===== src/rtl/stopwatch_ctrl.sv =====
`default_nettype none
// ============================================================================
// Module      : stopwatch_ctrl
// Description : Run/pause/clear controller for a seconds counter. Edge-detected
//               button requests drive an IDLE/RUN/PAUSE FSM; while running, a
//               programmable tick divider advances a modulo-(CNT_MAX+1) count.
// Revision    : 1.0 - initial release
// ============================================================================
module stopwatch_ctrl #(
    parameter int WIDTH   = 6,
    parameter int CNT_MAX = 59
) (
    input  logic             clk,
    input  logic             rst_n,
    input  logic [31:0]      num,
    input  logic             i_start,
    input  logic             i_stop,
    input  logic             i_clear,
    input  logic             i_lap,
    output logic [WIDTH-1:0] out,
    output logic [WIDTH-1:0] lap,
    output logic             o_run,
    output logic             o_tick,
    output logic             o_wrap
);

    typedef enum logic [1:0] {
        IDLE  = 2'd0,
        RUN   = 2'd1,
        PAUSE = 2'd2
    } state_t;

    localparam logic [WIDTH-1:0] c_cnt_max = WIDTH'(CNT_MAX);

    // Button bit order inside the edge-detect vectors.
    localparam int c_b_start = 0;
    localparam int c_b_stop  = 1;
    localparam int c_b_clear = 2;
    localparam int c_b_lap   = 3;

    state_t           r_state;
    state_t           w_state_nxt;
    logic [3:0]       r_btn_q1;
    logic [3:0]       r_btn_q2;
    logic [3:0]       w_pulse;
    logic [31:0]      r_div_cnt;
    logic [31:0]      w_eff;
    logic             w_div_done;
    logic             w_advance;
    logic             w_tick;
    logic             w_at_max;
    logic             w_lap_take;
    logic [WIDTH-1:0] r_out;
    logic [WIDTH-1:0] r_lap;
    logic             r_run;
    logic             r_tick;
    logic             r_wrap;

    // Two-stage capture of the button levels; a pulse marks a rising edge.
    always_ff @(posedge clk or negedge rst_n) begin
        if (!rst_n) begin
            r_btn_q1 <= '0;
            r_btn_q2 <= '0;
        end else begin
            r_btn_q1 <= {i_lap, i_clear, i_stop, i_start};
            r_btn_q2 <= r_btn_q1;
        end
    end

    assign w_pulse = r_btn_q1 & ~r_btn_q2;

    // State register.
    always_ff @(posedge clk or negedge rst_n) begin
        if (!rst_n) begin
            r_state <= IDLE;
        end else begin
            r_state <= w_state_nxt;
        end
    end

    // Next state: clear beats stop, stop beats start; inapplicable requests are dropped.
    always_comb begin
        w_state_nxt = r_state;
        if (w_pulse[c_b_clear]) begin
            w_state_nxt = IDLE;
        end else if (w_pulse[c_b_stop]) begin
            if (r_state == RUN) begin
                w_state_nxt = PAUSE;
            end
        end else if (w_pulse[c_b_start]) begin
            if (r_state != RUN) begin
                w_state_nxt = RUN;
            end
        end
    end

    // Divider terminal test uses >= so lowering num mid-period never stalls.
    assign w_eff      = (num == 32'd0) ? 32'd1 : num;
    assign w_div_done = (r_div_cnt >= (w_eff - 32'd1));
    assign w_advance  = (r_state == RUN) && !w_pulse[c_b_stop] && !w_pulse[c_b_clear];
    assign w_tick     = w_advance && w_div_done;
    assign w_at_max   = (r_out == c_cnt_max);
    assign w_lap_take = w_pulse[c_b_lap] && (r_state != IDLE);

    // Datapath: divider, seconds counter, lap capture and the output pulses.
    always_ff @(posedge clk or negedge rst_n) begin
        if (!rst_n) begin
            r_div_cnt <= '0;
            r_out     <= '0;
            r_lap     <= '0;
            r_run     <= 1'b0;
            r_tick    <= 1'b0;
            r_wrap    <= 1'b0;
        end else begin
            r_run  <= (w_state_nxt == RUN);
            r_tick <= w_tick;
            r_wrap <= w_tick && w_at_max;
            if (w_pulse[c_b_clear]) begin
                r_div_cnt <= '0;
                r_out     <= '0;
                r_lap     <= '0;
            end else begin
                if (w_advance) begin
                    r_div_cnt <= w_div_done ? 32'd0 : (r_div_cnt + 32'd1);
                end
                if (w_tick) begin
                    r_out <= w_at_max ? '0 : (r_out + 1'b1);
                end
                // Lap samples the pre-increment count.
                if (w_lap_take) begin
                    r_lap <= r_out;
                end
            end
        end
    end

    assign out    = r_out;
    assign lap    = r_lap;
    assign o_run  = r_run;
    assign o_tick = r_tick;
    assign o_wrap = r_wrap;

endmodule
`default_nettype wire

===== config.mk =====
export PLATFORM = sky130hd
export DESIGN_NAME = stopwatch_ctrl
export DESIGN_NICKNAME = d
export VERILOG_FILES = /design/src/rtl/stopwatch_ctrl.sv
export SDC_FILE = /design/constraint.sdc
export NUM_CORES = 1
export LEC_CHECK = 0
export BUFFER_PORTS_ARGS = -buffer_cell sky130_fd_sc_hd__buf_2
export CAP_MARGIN = 20
export CORE_MARGIN = 2
export CORE_UTILIZATION = 53
export DETAILED_ROUTE_END_ITERATION = 12
export PLACE_DENSITY = 0.86
export SYNTH_ARGS = -nofsm -noshare
export SYNTH_HDL_FRONTEND = slang
export SYNTH_SLANG_ARGS = --single-unit

===== constraint.sdc =====
create_clock -name clk -period 2.1 [get_ports clk]
set_input_delay 0.315 -clock clk [delete_from_list [all_inputs] [get_ports clk]]
set_output_delay 0.315 -clock clk [all_outputs]
set_load 0.05 [all_outputs]

# Word-level counts from Yosys, hierarchy flattened
# Index checks and enable logic that the tools add are counted.
[classes]
add_sub_neg = 3
multipliers = 0
div_mod_pow = 0
shifts = 0
magnitude_cmp = 1
eq_ne = 4
muxes = 14
n_reduce_logical = 12
bitwise_logic = 2
[ops]
columns = ["cell", "n"]
rows = [
  ["$mux 32", 4],
  ["$add 32x1->32 const B", 1],
  ["$ge 32x32->1", 1],
  ["$logic_not 32->1", 1],
  ["$sub 32x1->32 const B", 1],
  ["$mux 6", 5],
  ["$mux 2", 5],
  ["$reduce_bool 2->1", 4],
  ["$add 6x1->6 const B", 1],
  ["$eq 6x6->1 const B", 1],
  ["$logic_and 1x1->1", 5],
  ["$and 4x4->4", 1],
  ["$eq 2x1->1 const B", 2],
  ["$not 4->4", 1],
  ["$logic_not 1->1", 2],
  ["$ne 2x1->1 const B", 1],
]
[word_totals]
regBits = 57
latchBits = 0
ram_bits = 0
input_bits = 38
rom_bits = 0
wordCells = 45
memories = 0
output_inout_bits = 15

# Logic depth before layout (Yosys ltp)
[logic_depth]
word_depth = 8
mapped_depth = 21
mapped_depth_nobuf = 20

# Worst setup path before layout
# Ideal clock, no wire load.
[synth_timing]
path_kind = "input -> register"
startpoint = "in num[21]"
endpoint = "reg r_div_cnt[26]"
stages = 21
t_arrival_ns = 3.988
slack_ns = -2.006
required_time_ns = 1.982
setup_time_ns = 0.118
path_buffers = 1
path_cell_list = "or4_4 -> nor4_4 -> nand2_2 -> nor3_4 -> nor2b_4 -> nor2_1 -> ha_1 -> nand2_1 -> nor4_1 -> nand3_2 -> nor2_1 -> xnor2_1 -> ha_1 -> nand4_1 -> nor4_1 -> inv_1 -> nor3_2 -> a211o_1 -> buf_2 -> a21oi_1 -> a21o_1"
[synth_via]
elab_chain_len = 7
[synth_lines]
columns = ["element", "line", "rtl"]
rows = [
  ["start: declaration", "15", "input logic [31:0] num,"],
  ["$logic_not 32->1", "98", "assign w_eff = (num == 32'd0) ? 32'd1 : num;"],
  ["$mux 32 *", "98", ""],
  ["$sub 32x1->32 *", "99", "assign w_div_done = (r_div_cnt >= (w_eff - 32'd1));"],
  ["$ge 32x32->1 *", "99", ""],
  ["$mux 32 *", "124", "r_div_cnt <= w_div_done ? 32'd0 : (r_div_cnt + 32'd1);"],
  ["$mux 32 *", "123", "if (w_advance) begin"],
  ["$mux 32 *", "118", "if (w_pulse[c_b_clear]) begin"],
  ["end signal: assignment", "124", ""],
  ["end: declaration", "46", "logic [31:0] r_div_cnt;"],
]
# Every way passes the cells marked *; elsewhere a longest branch is shown, timed or not. The select of a mux whose other input is x is not followed.
# A chain may end at the register's enable or synchronous reset.

# Worst setup path in the final report
# Same ends and word-level chain as after synthesis.

==> impl_metrics.tcl <==
set metrics [dict create \
    startpoint_type "primary input" \
    synth.area.top_cells "dfrtp_1 35%, ha_1 11%, nand2_1 5.6%" \
    hold_viol 0 \
    grt_pass1_vias 4410 \
    max_freq_mhz 230 \
    critPathArrivalTime_ns 4.59 \
    drt_pass1_iterations 5 \
    clkLatencyLatePin_ns 0.35 \
    maxSlewHeadroom 0.603 \
    yosysTopAreaCell "dfrtp_1" \
    crit_type "in -> reg" \
    hold_ws_ns 0.0772 \
    synth_ff_type "dfrtp_1" \
    numCtsBuffers 9 \
    ant_nets 0 \
    timing.final.ws_setup_ns -2.25 \
    synth-edff-count 0 \
    fin_area_um2 5930 \
    post-route-period-util 2.07 \
    synth_xor_area_frac 0.0769 \
    place_area_um2 5290 \
    nets 699 \
    ys_seq_elements 57 \
    core-area_um2 7610 \
    drive_gt1_frac 0.390 \
    register_area_um2 1430 \
    fin_worst_skew_ns 0.0123 \
    num-fill-cells 427 \
    grt-ovfl-total 0 \
    syn_inst 457 \
    switching_power_mw 0.775 \
    async_flop_share 1.00 \
    synth_cell_types 55 \
    muxShareOfSynthArea 0.0394 \
    rows 32 \
    synth.most_common_cell "nand2_1" \
    switching_share 0.272 \
    grt_max_degree 58 \
    r2r_setup_slack_ns -0.54 \
    violations "negative setup slack" \
    status "finished with violations" \
    netlist_top_cells_count "61 x nand2_1, 57 x dfrtp_1, 35 x ha_1" \
    cts_root_buf "clkbuf_8" \
    synth-simple-area-share 0.280 \
    combPwrFrac 0.178 \
    drc_errors 0 \
    hp-class "in -> reg" \
    pin_count 53 \
    multi_input_area_um2 2900 \
    rsz0062_at_grt "true" \
    chipWidth_um 91.9 \
    netlist_area_um2 4100 \
    netlist.area_leader.share 0.348 \
    p_leak_nw 2.71 \
    synth_seq_area_share 0.348 \
    synth_compound_area_frac 0.128 \
    dp_hpwl_um 8360 \
    power.density_nw_per_um2 481 \
    synth_area_per_cell_um2 8.97 \
    gp_congestion 0.917 \
    synthAdderAreaFrac 0.107 \
    end_kind "register" \
    syn_nets 530 \
    routed_wirelength_um 14500 \
    grt_pass1_wl_um 20800 \
    start_util 0.539 \
    max_cap_viol_count 0 \
    cts.clk_slew.worst_paths_ns 0.06 \
    portBuffers 52 \
    vias_per_cell 6.37 \
    p_total_mw 2.85 \
    antenna_found_initial 0 \
    synth_top_family_by_area "simple AND/OR/NAND/NOR gates" \
    tightestPinTransition_ns 0.592 \
    dieArea_um2 8450 \
    pre_cts_ws_ns -2.24 \
    required_ns 2.34 \
    seqPwrFrac 0.399 \
    crit_fanout 7 \
    first_iter_violations 355 \
    internal_power_mw 2.08 \
    ir_worst_vdd_mv 0.520 \
    final-setup-viol-count 40 \
    p_clk_frac 0.423 \
    antenna_cells 0 \
    die_h_um 91.9 \
    finalCriticalPeriod_ns 4.35 \
    h-tree-depth 3 \
    clockBufferDepth 2 \
    ys_warn_count 0 \
    avgRoutedWirePerCell_um 19.8 \
    track_usage 0.310 \
    vias 4667 \
    synthToLayoutAreaGrowth_pct 44.6 \
    cts_tree "built" \
    clkSinkCount 57 \
    slew_violations 0 \
]
==> power by group through the flow <==
stage	clock network, mW	registers (mW)	logic, mW
floorplan	0	1.17	0.176
global placement	0	1.16	0.402
detailed placement	0	1.16	0.427
CTS	1.18	1.14	0.464
global route	1.27	1.14	0.552
finish	1.21	1.14	0.508
==> worst paths after layout <==
kind,from,endpoint,cells past startpoint
setup / recovery,num[21],r_div_cnt[26],23
min in group asynchronous,rst_n,lap[5],3
hold / removal,i_start,r_btn_q1[0],1
hold reg to reg,r_btn_q1[3],r_btn_q2[3],0
max in group asynchronous,rst_n,r_div_cnt[2],3
setup reg to reg,r_div_cnt[27],r_div_cnt[26],10
==> flip-flops by register name, summed over array words and instances, names as in the netlist <==
name	count
r_div_cnt	32
r_state	2
lap	6
r_btn_q1	4
o_run	1
r_btn_q2	4
o_tick	1
out	6
o_wrap	1
==> layout by cell type, fill, tap and decap left out, types with 11 or more instances in the layout <==
cell,netlist,routed
buf_4,0,105
nand2_1,61,60
dfrtp_1,57,57
buf_2,4,51
ha_1,35,34
nor2_1,32,30
nand3_1,29,23
xnor2_1,21,21
a21oi_1,23,18
mux2i_1,15,15
xor2_1,15,15
nor3_1,15,14
nand4_1,13,13
clkbuf_8,0,11
==> worst max-delay path: stages <==
cell and delay (ns):
buf_6 0.09, or4_4 0.55, nor4_4 0.24, nand2_2 0.14, nor3_4 0.21, nor2b_4 0.22
nor2_4 0.06, ha_4 0.16, nand2_4 0.07, nor4_4 0.05, nand3_2 0.16, nor3_2 0.10
xnor2_1 0.13, ha_1 0.31, nand4_1 0.17, nor4_4 0.38, a22oi_2 0.15, o211ai_1 0.30
a211o_1 0.27, buf_6 0.17, buf_12 0.13, a21oi_2 0.03, a21o_1 0.16
==> metal layers <==
metal,vias to the layer above,GRT usage,part of all wire
li1,2024,-,-
met1,2245,0.352,0.36
met2,291,0.539,0.49
met3,107,0.0772,0.074
met4,0,0.160,0.078
met5,-,0,0
==> cells by family after synthesis <==
| family | after synthesis |
|---|---|
| xor+xnor | 36 |
| mux | 16 |
| simple gates | 209 |
| buf+inv | 21 |
| flops | 57 |
| fa+ha+maj | 35 |
| compound gates | 83 |
==> through the flow <==
step,TNS [ns],cells,utilization
2_1_floorplan,-71.45,457,-
6_report,-86.02,733,0.779
3_5_place_dp,-82.57,701,0.695
4_1_cts,-67.27,727,0.757
5_1_grt,-89.20,733,0.779
3_3_place_gp,-78.44,701,0.695
==> final cells by class <==
cell class,count,share of cell area
clock buffer,11,0.0255
clock inverter,5,0.0131
inverter,11,0.00696
multi-input combinational,379,0.489
sequential,57,0.241
tap,102,0.0215
timing repair buffer,168,0.203
==> what timing repair did <==
item,in CTS,in global routing
hold buffers,1,0
gates cloned,1,0
gates resized for setup,45,21
pin swaps,7,6
hold endpoints to repair,57,0
buffers inserted,8,8
endpoints found under the setup margin,40,40
(Power assumes the default switching activity.)
